[src/rtl/sync_clk_tracker_if.sv]
// Host-sync bundle between the Sigma Delta DAQ host clock tracker and its
// neighbours. The master side drives the host toggle and error-clear lines.
// The slave side (the tracker) returns the aligned counter and the lock and
// error status.
interface sync_clk_tracker_if #(
    parameter int COUNTER_SIZE = 20
);
    logic                    resetCyclic;
    logic                    clearError;
    logic [COUNTER_SIZE-1:0] syncCounter;
    logic                    errorFlag;
    logic                    locked;
    logic [7:0]              errorCount;
    logic [COUNTER_SIZE-1:0] lastPeriod;

    modport master (
        output resetCyclic,
        output clearError,
        input  syncCounter,
        input  errorFlag,
        input  locked,
        input  errorCount,
        input  lastPeriod
    );

    modport slave (
        input  resetCyclic,
        input  clearError,
        output syncCounter,
        output errorFlag,
        output locked,
        output errorCount,
        output lastPeriod
    );
endinterface

[src/rtl/sync_clk_tracker.sv]
// Host clock tracker for the Sigma Delta DAQ.
// The host toggles resetCyclic once per sample interval. This block
// synchronises that line into the local clock domain and zeroes a local
// sample counter at every toggle. It judges each measured period against a
// tolerance window and runs an UNSYNC/ACQUIRE/LOCKED state machine with
// hysteresis. Errors are reported through a sticky flag and a saturating
// counter, which a synchronised clearError rising edge resets.
module sync_clk_tracker #(
    parameter int COUNTER_SIZE   = 20,
    parameter int RESET_INTERVAL = 524287,
    parameter int TOLERANCE      = 2,
    parameter int LOCK_COUNT     = 2,
    parameter int LOSS_COUNT     = 3,
    parameter int SYNC_STAGES    = 3
) (
    input logic               clk,
    input logic               reset,
    sync_clk_tracker_if.slave bus
);

    // The good/bad counters must hold whichever hysteresis target is larger.
    localparam int CNT_MAX = (LOCK_COUNT > LOSS_COUNT) ? LOCK_COUNT : LOSS_COUNT;
    localparam int CNT_W   = $clog2(CNT_MAX + 1);

    // These are the period window edges. The miss point lies one count past
    // the top of the window.
    localparam logic [COUNTER_SIZE-1:0] LOW_BOUND  = COUNTER_SIZE'(RESET_INTERVAL - TOLERANCE);
    localparam logic [COUNTER_SIZE-1:0] HIGH_BOUND = COUNTER_SIZE'(RESET_INTERVAL + TOLERANCE);
    localparam logic [COUNTER_SIZE-1:0] MISS_VALUE = COUNTER_SIZE'(RESET_INTERVAL + TOLERANCE + 1);

    localparam logic [CNT_W-1:0] LOCK_TARGET = CNT_W'(LOCK_COUNT);
    localparam logic [CNT_W-1:0] LOSS_TARGET = CNT_W'(LOSS_COUNT);

    localparam logic [1:0] S_UNSYNC  = 2'd0;
    localparam logic [1:0] S_ACQUIRE = 2'd1;
    localparam logic [1:0] S_LOCKED  = 2'd2;

    logic [SYNC_STAGES-1:0]  rcSync_q;
    logic                    rcHist_q;
    logic [SYNC_STAGES-1:0]  clrSync_q;
    logic                    clrHist_q;

    logic [COUNTER_SIZE-1:0] syncCounter_q, syncCounter_d;
    logic [COUNTER_SIZE-1:0] lastPeriod_q, lastPeriod_d;

    logic [1:0]              state_q, state_d;
    logic [CNT_W-1:0]        goodCnt_q, goodCnt_d;
    logic [CNT_W-1:0]        badCnt_q, badCnt_d;
    logic                    locked_q;

    logic                    errorFlag_q, errorFlag_d;
    logic [7:0]              errorCount_q, errorCount_d;

    logic                    toggle;
    logic                    clr;
    logic                    inWindow;
    logic                    goodPeriod;
    logic                    badPeriod;
    logic                    miss;
    logic                    errorEvent;
    logic [CNT_W-1:0]        goodInc;
    logic [CNT_W-1:0]        badInc;

    // Shift both asynchronous inputs through their own synchroniser chains.
    // A history flop behind each chain allows edge detection.
    always_ff @(posedge clk) begin
        if (reset) begin
            rcSync_q  <= '0;
            rcHist_q  <= 1'b0;
            clrSync_q <= '0;
            clrHist_q <= 1'b0;
        end else begin
            rcSync_q  <= {rcSync_q[SYNC_STAGES-2:0], bus.resetCyclic};
            rcHist_q  <= rcSync_q[SYNC_STAGES-1];
            clrSync_q <= {clrSync_q[SYNC_STAGES-2:0], bus.clearError};
            clrHist_q <= clrSync_q[SYNC_STAGES-1];
        end
    end

    assign toggle = rcSync_q[SYNC_STAGES-1] != rcHist_q;
    assign clr    = clrSync_q[SYNC_STAGES-1] & ~clrHist_q;

    // Classify the counter value seen on a toggle, and detect overdue toggles.
    always_comb begin
        inWindow   = (syncCounter_q >= LOW_BOUND) && (syncCounter_q <= HIGH_BOUND);
        goodPeriod = toggle && inWindow;
        badPeriod  = toggle && !inWindow;
        miss       = !toggle && (syncCounter_q == MISS_VALUE);
    end

    assign goodInc = goodCnt_q + CNT_W'(1);
    assign badInc  = badCnt_q + CNT_W'(1);

    // On a toggle, restart the sample counter and capture its old value as
    // the measured period. Otherwise let it run and wrap.
    always_comb begin
        syncCounter_d = syncCounter_q + COUNTER_SIZE'(1);
        lastPeriod_d  = lastPeriod_q;
        if (toggle) begin
            syncCounter_d = '0;
            lastPeriod_d  = syncCounter_q;
        end
    end

    // Register the sample counter and the captured period.
    always_ff @(posedge clk) begin
        if (reset) begin
            syncCounter_q <= '0;
            lastPeriod_q  <= '0;
        end else begin
            syncCounter_q <= syncCounter_d;
            lastPeriod_q  <= lastPeriod_d;
        end
    end

    // Lock state machine. The good/bad counters provide hysteresis, so a
    // single stray period neither grants nor drops lock.
    always_comb begin
        state_d    = state_q;
        goodCnt_d  = goodCnt_q;
        badCnt_d   = badCnt_q;
        errorEvent = 1'b0;
        case (state_q)
            S_UNSYNC: begin
                if (toggle) begin
                    state_d   = S_ACQUIRE;
                    goodCnt_d = '0;
                    badCnt_d  = '0;
                end else if (miss && (badCnt_q < LOSS_TARGET)) begin
                    badCnt_d = badInc;
                    if (badInc == LOSS_TARGET) begin
                        errorEvent = 1'b1;
                    end
                end
            end
            S_ACQUIRE: begin
                if (goodPeriod) begin
                    goodCnt_d = goodInc;
                    if (goodInc == LOCK_TARGET) begin
                        state_d  = S_LOCKED;
                        badCnt_d = '0;
                    end
                end else if (badPeriod || miss) begin
                    goodCnt_d = '0;
                end
            end
            S_LOCKED: begin
                if (goodPeriod) begin
                    badCnt_d = '0;
                end else if (badPeriod || miss) begin
                    errorEvent = 1'b1;
                    if (badInc == LOSS_TARGET) begin
                        state_d   = S_ACQUIRE;
                        goodCnt_d = '0;
                        badCnt_d  = '0;
                    end else begin
                        badCnt_d = badInc;
                    end
                end
            end
            default: begin
                state_d   = S_UNSYNC;
                goodCnt_d = '0;
                badCnt_d  = '0;
            end
        endcase
    end

    // Register the FSM. The locked output is registered from the next state,
    // so it changes on the same clock as the state.
    always_ff @(posedge clk) begin
        if (reset) begin
            state_q   <= S_UNSYNC;
            goodCnt_q <= '0;
            badCnt_q  <= '0;
            locked_q  <= 1'b0;
        end else begin
            state_q   <= state_d;
            goodCnt_q <= goodCnt_d;
            badCnt_q  <= badCnt_d;
            locked_q  <= (state_d == S_LOCKED);
        end
    end

    // Error reporting. A clear wins over an error in the same cycle, and the
    // error count sticks at its maximum value.
    always_comb begin
        errorFlag_d  = errorFlag_q;
        errorCount_d = errorCount_q;
        if (clr) begin
            errorFlag_d  = 1'b0;
            errorCount_d = '0;
        end else if (errorEvent) begin
            errorFlag_d = 1'b1;
            if (errorCount_q != 8'hFF) begin
                errorCount_d = errorCount_q + 8'd1;
            end
        end
    end

    // Register the error flag and the error count.
    always_ff @(posedge clk) begin
        if (reset) begin
            errorFlag_q  <= 1'b0;
            errorCount_q <= '0;
        end else begin
            errorFlag_q  <= errorFlag_d;
            errorCount_q <= errorCount_d;
        end
    end

    assign bus.syncCounter = syncCounter_q;
    assign bus.lastPeriod  = lastPeriod_q;
    assign bus.errorFlag   = errorFlag_q;
    assign bus.errorCount  = errorCount_q;
    assign bus.locked      = locked_q;

endmodule

[src/flat_wrapper.sv]
// flat-port wrapper written by rule: the top's interface ports become plain ports
module sync_clk_tracker_flat 
#(
    parameter int COUNTER_SIZE   = 20,
    parameter int RESET_INTERVAL = 524287,
    parameter int TOLERANCE      = 2,
    parameter int LOCK_COUNT     = 2,
    parameter int LOSS_COUNT     = 3,
    parameter int SYNC_STAGES    = 3
)
  (clk, reset, bus_resetCyclic, bus_clearError, bus_syncCounter, bus_errorFlag, bus_locked, bus_errorCount, bus_lastPeriod);
  sync_clk_tracker_if #(.COUNTER_SIZE(COUNTER_SIZE)) bus_i ();
  input logic clk;
  input logic reset;
  input wire logic [$bits(bus_i.resetCyclic)-1:0] bus_resetCyclic;
  input wire logic [$bits(bus_i.clearError)-1:0] bus_clearError;
  output wire logic [$bits(bus_i.syncCounter)-1:0] bus_syncCounter;
  output wire logic [$bits(bus_i.errorFlag)-1:0] bus_errorFlag;
  output wire logic [$bits(bus_i.locked)-1:0] bus_locked;
  output wire logic [$bits(bus_i.errorCount)-1:0] bus_errorCount;
  output wire logic [$bits(bus_i.lastPeriod)-1:0] bus_lastPeriod;
  assign bus_i.resetCyclic = bus_resetCyclic;
  assign bus_i.clearError = bus_clearError;
  assign bus_syncCounter = bus_i.syncCounter;
  assign bus_errorFlag = bus_i.errorFlag;
  assign bus_locked = bus_i.locked;
  assign bus_errorCount = bus_i.errorCount;
  assign bus_lastPeriod = bus_i.lastPeriod;
  sync_clk_tracker #(.COUNTER_SIZE(COUNTER_SIZE), .RESET_INTERVAL(RESET_INTERVAL), .TOLERANCE(TOLERANCE), .LOCK_COUNT(LOCK_COUNT), .LOSS_COUNT(LOSS_COUNT), .SYNC_STAGES(SYNC_STAGES)) u_core (.clk(clk), .reset(reset), .bus(bus_i));
endmodule
[config.mk]
export PLATFORM = sky130hd
export DESIGN_NAME = sync_clk_tracker_flat
export DESIGN_NICKNAME = d
export VERILOG_FILES = /design/src/rtl/sync_clk_tracker_if.sv /design/src/rtl/sync_clk_tracker.sv /design/src/flat_wrapper.sv
export SDC_FILE = /design/constraint.sdc
export NUM_CORES = 1
export LEC_CHECK = 0
export ABC_AREA = 1
export CAP_MARGIN = 20
export CELL_PAD_IN_SITES_DETAIL_PLACEMENT = 0
export CELL_PAD_IN_SITES_GLOBAL_PLACEMENT = 1
export CORE_ASPECT_RATIO = 0.75
export CORE_MARGIN = 2
export CORE_UTILIZATION = 37
export DETAILED_ROUTE_END_ITERATION = 6
export PLACE_DENSITY = 0.9
export SKIP_LAST_GASP = 1
export SLEW_MARGIN = 25
export SYNTH_ARGS = -nofsm -noshare
export SYNTH_HDL_FRONTEND = slang
export SYNTH_SLANG_ARGS = --single-unit
[constraint.sdc]
create_clock -name clk -period 1.8 [get_ports clk]
set_input_delay 0.36 -clock clk [delete_from_list [all_inputs] [get_ports clk]]
set_output_delay 0.36 -clock clk [all_outputs]
set_load 0.02 [all_outputs]
After elaboration in Yosys (flattened, before gate mapping)
Index checks and enable logic that the tools add are counted.
{ "classes": {"n_mux": 28, "bitwise": 2, "magnitude_cmp": 3, "reduce_logical": 14, "eq_ne": 17, "add_sub_neg": 4} }
{ "op_table": {"columns": ["cell", "count"], "rows": [
  ["2-to-1 mux 2 bit", 19],
  ["adder 20 x 1 -> 20 bit, second input constant", 1],
  ["equality test 20 bit, second input constant", 1],
  [">= comparator 20 x 19 -> 1 bit, second input constant", 1],
  ["<= comparator 20 bit, second input constant", 1],
  ["case mux 2 bit (3 select lines)", 3],
  ["!= test 2 x 1 -> 1 bit, second input constant", 5],
  ["!= test 3 x 1 -> 1 bit, second input constant", 3],
  ["adder 8 x 1 -> 8 bit, second input constant", 1],
  ["equality test 2 bit, second input constant", 4],
  ["!= test 8 bit, second input constant", 1],
  ["logical AND 1 bit", 5],
  ["2-to-1 mux 1 bit", 5],
  ["AND reduction 5 bit", 1],
  ["adder 2 x 1 -> 2 bit, second input constant", 2],
  ["AND reduction 4 bit", 1],
  ["OR reduction 2 bit", 2],
  ["equality test 2 x 1 -> 1 bit, second input constant", 1],
  ["logical NOT 1 bit", 2],
  ["logical NOT 2 bit", 1],
  ["< comparator 2 bit, second input constant", 1],
  ["!= test 2 bit, second input constant", 1],
  ["case mux 1 bit (2 select lines)", 1],
  ["AND reduction 2 bit", 1],
  ["4 further kinds", 4]
]} }
{ "totals": {"input_bits": 4, "ff_bits": 64, "output_inout_bits": 50} }

Longest topological paths before layout
{ "logic_depth": {"depth_word": 9, "ltp_mapped": 14, "mapped_depth_nobuf": 12} }

Worst setup path after synthesis
OpenSTA, ideal clock, no wires.
{ "synth_timing": {"path_type": "reg-to-reg", "startpoint": "reg u_core.syncCounter_q[0], in the netlist u_core.bus.syncCounter[0]", "endpoint": "reg u_core.syncCounter_q[18], in the netlist u_core.bus.syncCounter[18]", "setup_slack_ps": 30, "path_stages_with_launch": 11, "path_buffers": 0, "t_arrival_ps": 1651, "setup_time_ps": 119, "path_cell_list": "dfxtp_1 ha_1 nand2_1 nor2_2 nand2_1 nor2_2 inv_2 nor4_2 nand2_1 o21ai_1 a21oi_1"} }
{ "synth_between": {"elab_chain_cells": 1} }
{ "synth_lines": {"columns": ["element", "line_no", "source"], "rows": [
  ["start: declaration", "sync_clk_tracker.sv:43", "logic [COUNTER_SIZE-1:0] syncCounter_q, syncCounter_d;"],
  ["start signal: assignment", "sync_clk_tracker.sv:111", "syncCounter_q <= syncCounter_d;"],
  ["adder 20 x 1 -> 20 bit", "sync_clk_tracker.sv:97", "syncCounter_d = syncCounter_q + COUNTER_SIZE'(1);"]
]} }
No other way between the ends.
A chain may end at the register's enable or synchronous reset.

Final worst setup path
{ "layout_timing": {"startpoint": "reg u_core.errorCount_q[1], in the netlist u_core.bus.errorCount[1]", "endpoint": "out bus_errorCount[1]"} }
{ "layout_lines": {"columns": ["element", "line_no", "source"], "rows": [
  ["start: declaration", "sync_clk_tracker.sv:52", "logic [7:0] errorCount_q, errorCount_d;"],
  ["start signal: assignment", "sync_clk_tracker.sv:208", "errorCount_q <= errorCount_d;"],
  ["end: declaration", "flat_wrapper.sv:20", "output wire logic [$bits(bus_i.errorCount)-1:0] bus_errorCount;"]
]} }
No word-level cell between the ends.

==> flow_summary.json <==
{
  "grt_pass1_vias": 2590,
  "chipWidth_um": 107,
  "status": "complete, no violations",
  "slowest_stage": "clkdlybuf4s50_1",
  "grt_max_degree": 28,
  "synth_cell_type_count": 36,
  "postLayoutCellArea_um2": 4080,
  "critPathMaxFanout": 3,
  "totalWireLength_um": 7280,
  "dpl.cell_count": 573,
  "syn_to_final_growth_pct": 38.1,
  "crit_path_end_kind": "primary output",
  "worstHoldPathType": "flip-flop to flip-flop",
  "synth_area_leaders": "dfxtp_1 43%, nor2_1 9.5%, nand2_1 7.4%",
  "finalSetupViolCount": 0,
  "critPathKind": "flip-flop to primary output",
  "initial_core_util_pct": 37.9,
  "met3_length_um": 397,
  "wire_per_inst_um": 12.2,
  "wl_met1_um": 3740,
  "ys_seq_elements": 64,
  "cts_made_buffers": 9,
  "grt_usage_pct": 17.7,
  "cts_buffer_depth": 2,
  "cts_hold_buf": 0,
  "gp_congestion": 0.821,
  "final_net_count": 498,
  "slew_headroom_pct": 71.8,
  "drt_pass1_iterations": 4,
  "coreArea_um2": 7810,
  "yosys.area.top_type": "dfxtp_1",
  "tightest_slew_ns": 0.421,
  "synth_most_common_cell": "nor2_1",
  "syn_nets": 415,
  "whs_ns": 0.408,
  "cp.required_ns": 1.44,
  "via_per_inst": 4.68,
  "clock_skew_ns": 0.00926,
  "syn_area_um2": 2960,
  "clkTransAtPathRegs_ns": 0.07,
  "top_layer_used": "met4",
  "finalHoldViolCount": 0,
  "n_antenna_cell": 0,
  "grt_pass1_wl_um": 11900,
  "drc": 0,
  "p_leak_nw": 1.76,
  "period_needed_ns": 1.74,
  "ios": 54,
  "ant_nets": 0,
  "rsz0062_at_grt": "true",
  "ys.warnings.count": 0,
  "drive_gt1_share_pct": 18.4,
  "syn_area_per_cell_um2": 7.38,
  "dr_total_vias": 2779,
  "synth_commonest_cells": "75 x nor2_1, 64 x dfxtp_1, 58 x nand2_1, 50 x inv_1, 28 x a21oi_1",
  "crit_path_start_kind": "flip-flop",
  "htreeDepth": 3,
  "grt-ovfl-total": 0,
  "worstSkewPairLatency_ns": 0.34,
  "synth_top_area_share_pct": 43.3,
  "wl_met2_um": 3070,
  "power_mw": 2.99,
  "synth-main-ff-cell": "dfxtp_1",
  "synthCells": 401,
  "yosysSeqAreaShare_pct": 43.3,
  "final-max-slew-violation-count": 0,
  "num_rows": 28,
  "dr.first_iter.drc_count": 114,
  "place_area_um2": 3750,
  "clkSinkCount": 64,
  "max_cap_viol_count": 0,
  "max_freq_mhz": 575,
  "cts_tree": "yes",
  "synth_edf_count": 0,
  "antenna_found_initial": 0,
  "slowest_delay_ns": 0.59,
  "place.port_buffers": 53,
  "vdd_drop_max_mv": 0.382,
  "dp_hpwl_um": 5240,
  "design.die.area_um2": 8730,
  "synthArstFlopShare_pct": 0,
  "place_ws_ns": -0.0243,
  "final_cell_count_no_fill": 594,
  "pwr_density_cell_nw_per_um2": 732,
  "crit_chain": "buf_4, clkdlybuf4s50_1",
  "fp.dieH_um": 81.4,
  "min_period_over_period_pct": 96.6,
  "clockRootBuffer": "clkbuf_8",
  "worstPathArrival_ns": 1.38,
  "setup_ws_ns": 0.0620
}
-- flip-flops by register name, summed over array words and instances (netlist names), 2 cells and up --
register,cells
u_core.bus.syncCounter,20
u_core.bus.errorCount,8
u_core.bus.lastPeriod,20
u_core.clrSync_q,3
u_core.badCnt_q,2
u_core.state_q,2
u_core.goodCnt_q,2
u_core.rcSync_q,3
-- stage by stage --
stage          TNS, ns  util (%)
3_3_place_gp         0      48.0
4_1_cts              0      50.5
2_1_floorplan        0         -
5_1_grt        -0.0654      52.3
3_5_place_dp   -0.0402      48.0
6_report             0      52.3
-- where the power goes --
group | total [mW] | switching (mW) | leakage (nW) | internal (mW)
clock network | 1.21 | 0.573 | 0.0952 | 0.638
logic | 0.290 | 0.169 | 1.14 | 0.122
registers | 1.49 | 0.0323 | 0.526 | 1.46
total | 2.99 | 0.774 | 1.76 | 2.22
-- worst max-delay path, delay by kind of cell, from the launching register on --
kind                   cells  cell delay, ns
buffers and inverters      2            0.71
flip-flops                 1            0.33
-- placed cells by master (no fill, tap or decap), drive strengths merged --
master         count
buf               29
o21ai             14
a2111oi            1
nand3             27
ha                10
xor2               5
a211oi            16
o21a               2
nor3              10
dlygate4sd2        9
dfxtp             64
clkdlybuf4s50     38
nor3b              2
inv               52
nand2             68
a21boi             1
dlymetal6s2s       6
nor2              80
clkinvlp           2
clkinv             6
nand4              2
a21oi             28
bufinv             1
nor4               1
clkbuf             9
o21bai             1
o211ai             1
or2                2
a31oi              2
-- kinds of logic (layout without fill, tap and decap cells) --
family          after synthesis  in the layout  synth area share, %
simple gates                191            192                 29.1
compound gates               66             66                 13.2
buf+inv                      65            152                 8.76
flops                        64             64                 43.3
fa+ha+maj                    10             10                 4.23
xor+xnor                      5              5                 1.48
-- repair_timing --
| action | CTS | global route |
|---|---|---|
| endpoints found under the setup margin | 17 | 32 |
| cloned | 0 | 1 |
| resized for setup | 11 | 38 |
| pin swaps | 0 | 8 |
| buffers inserted | 0 | 4 |
-- cell type report --
cell class | instances | area [µm²]
Clock inverter | 7 | 72.6
Fill cell | 733 | 3730
Timing Repair Buffer | 82 | 756
Clock buffer | 9 | 124
Multi-Input combinational cell | 273 | 1490
Sequential cell | 64 | 1300
Inverter | 54 | 205
Tap cell | 105 | 131
-- worst paths after layout --
| path | start | end | slack, ns | cells after the start |
|---|---|---|---|---|
| worst max-delay path | u_core.bus.errorCount[1]$_SDFFE_PP0P_ | bus_errorCount[1] | 0.06 | 2 |
| worst min-delay path | u_core.rcSync_q[1]$_SDFF_PP0_ | u_core.rcSync_q[2]$_SDFF_PP0_ | 0.41 | 2 |
| worst max register to register | u_core.bus.syncCounter[8]$_SDFF_PP0_ | u_core.bus.errorCount[6]$_SDFFE_PP0P_ | 0.11 | 12 |
| worst min register to register | u_core.rcSync_q[1]$_SDFF_PP0_ | u_core.rcSync_q[2]$_SDFF_PP0_ | 0.41 | 2 |
-- per-layer routing --
layer | global-route usage (%) | vias to the layer above
met5 | 0 | -
met4 | 6.62 | 0
met3 | 5.79 | 7
met2 | 25.8 | 58
met1 | 24.4 | 1250
li1 | - | 1464
Power figures use the tool's default switching activity.
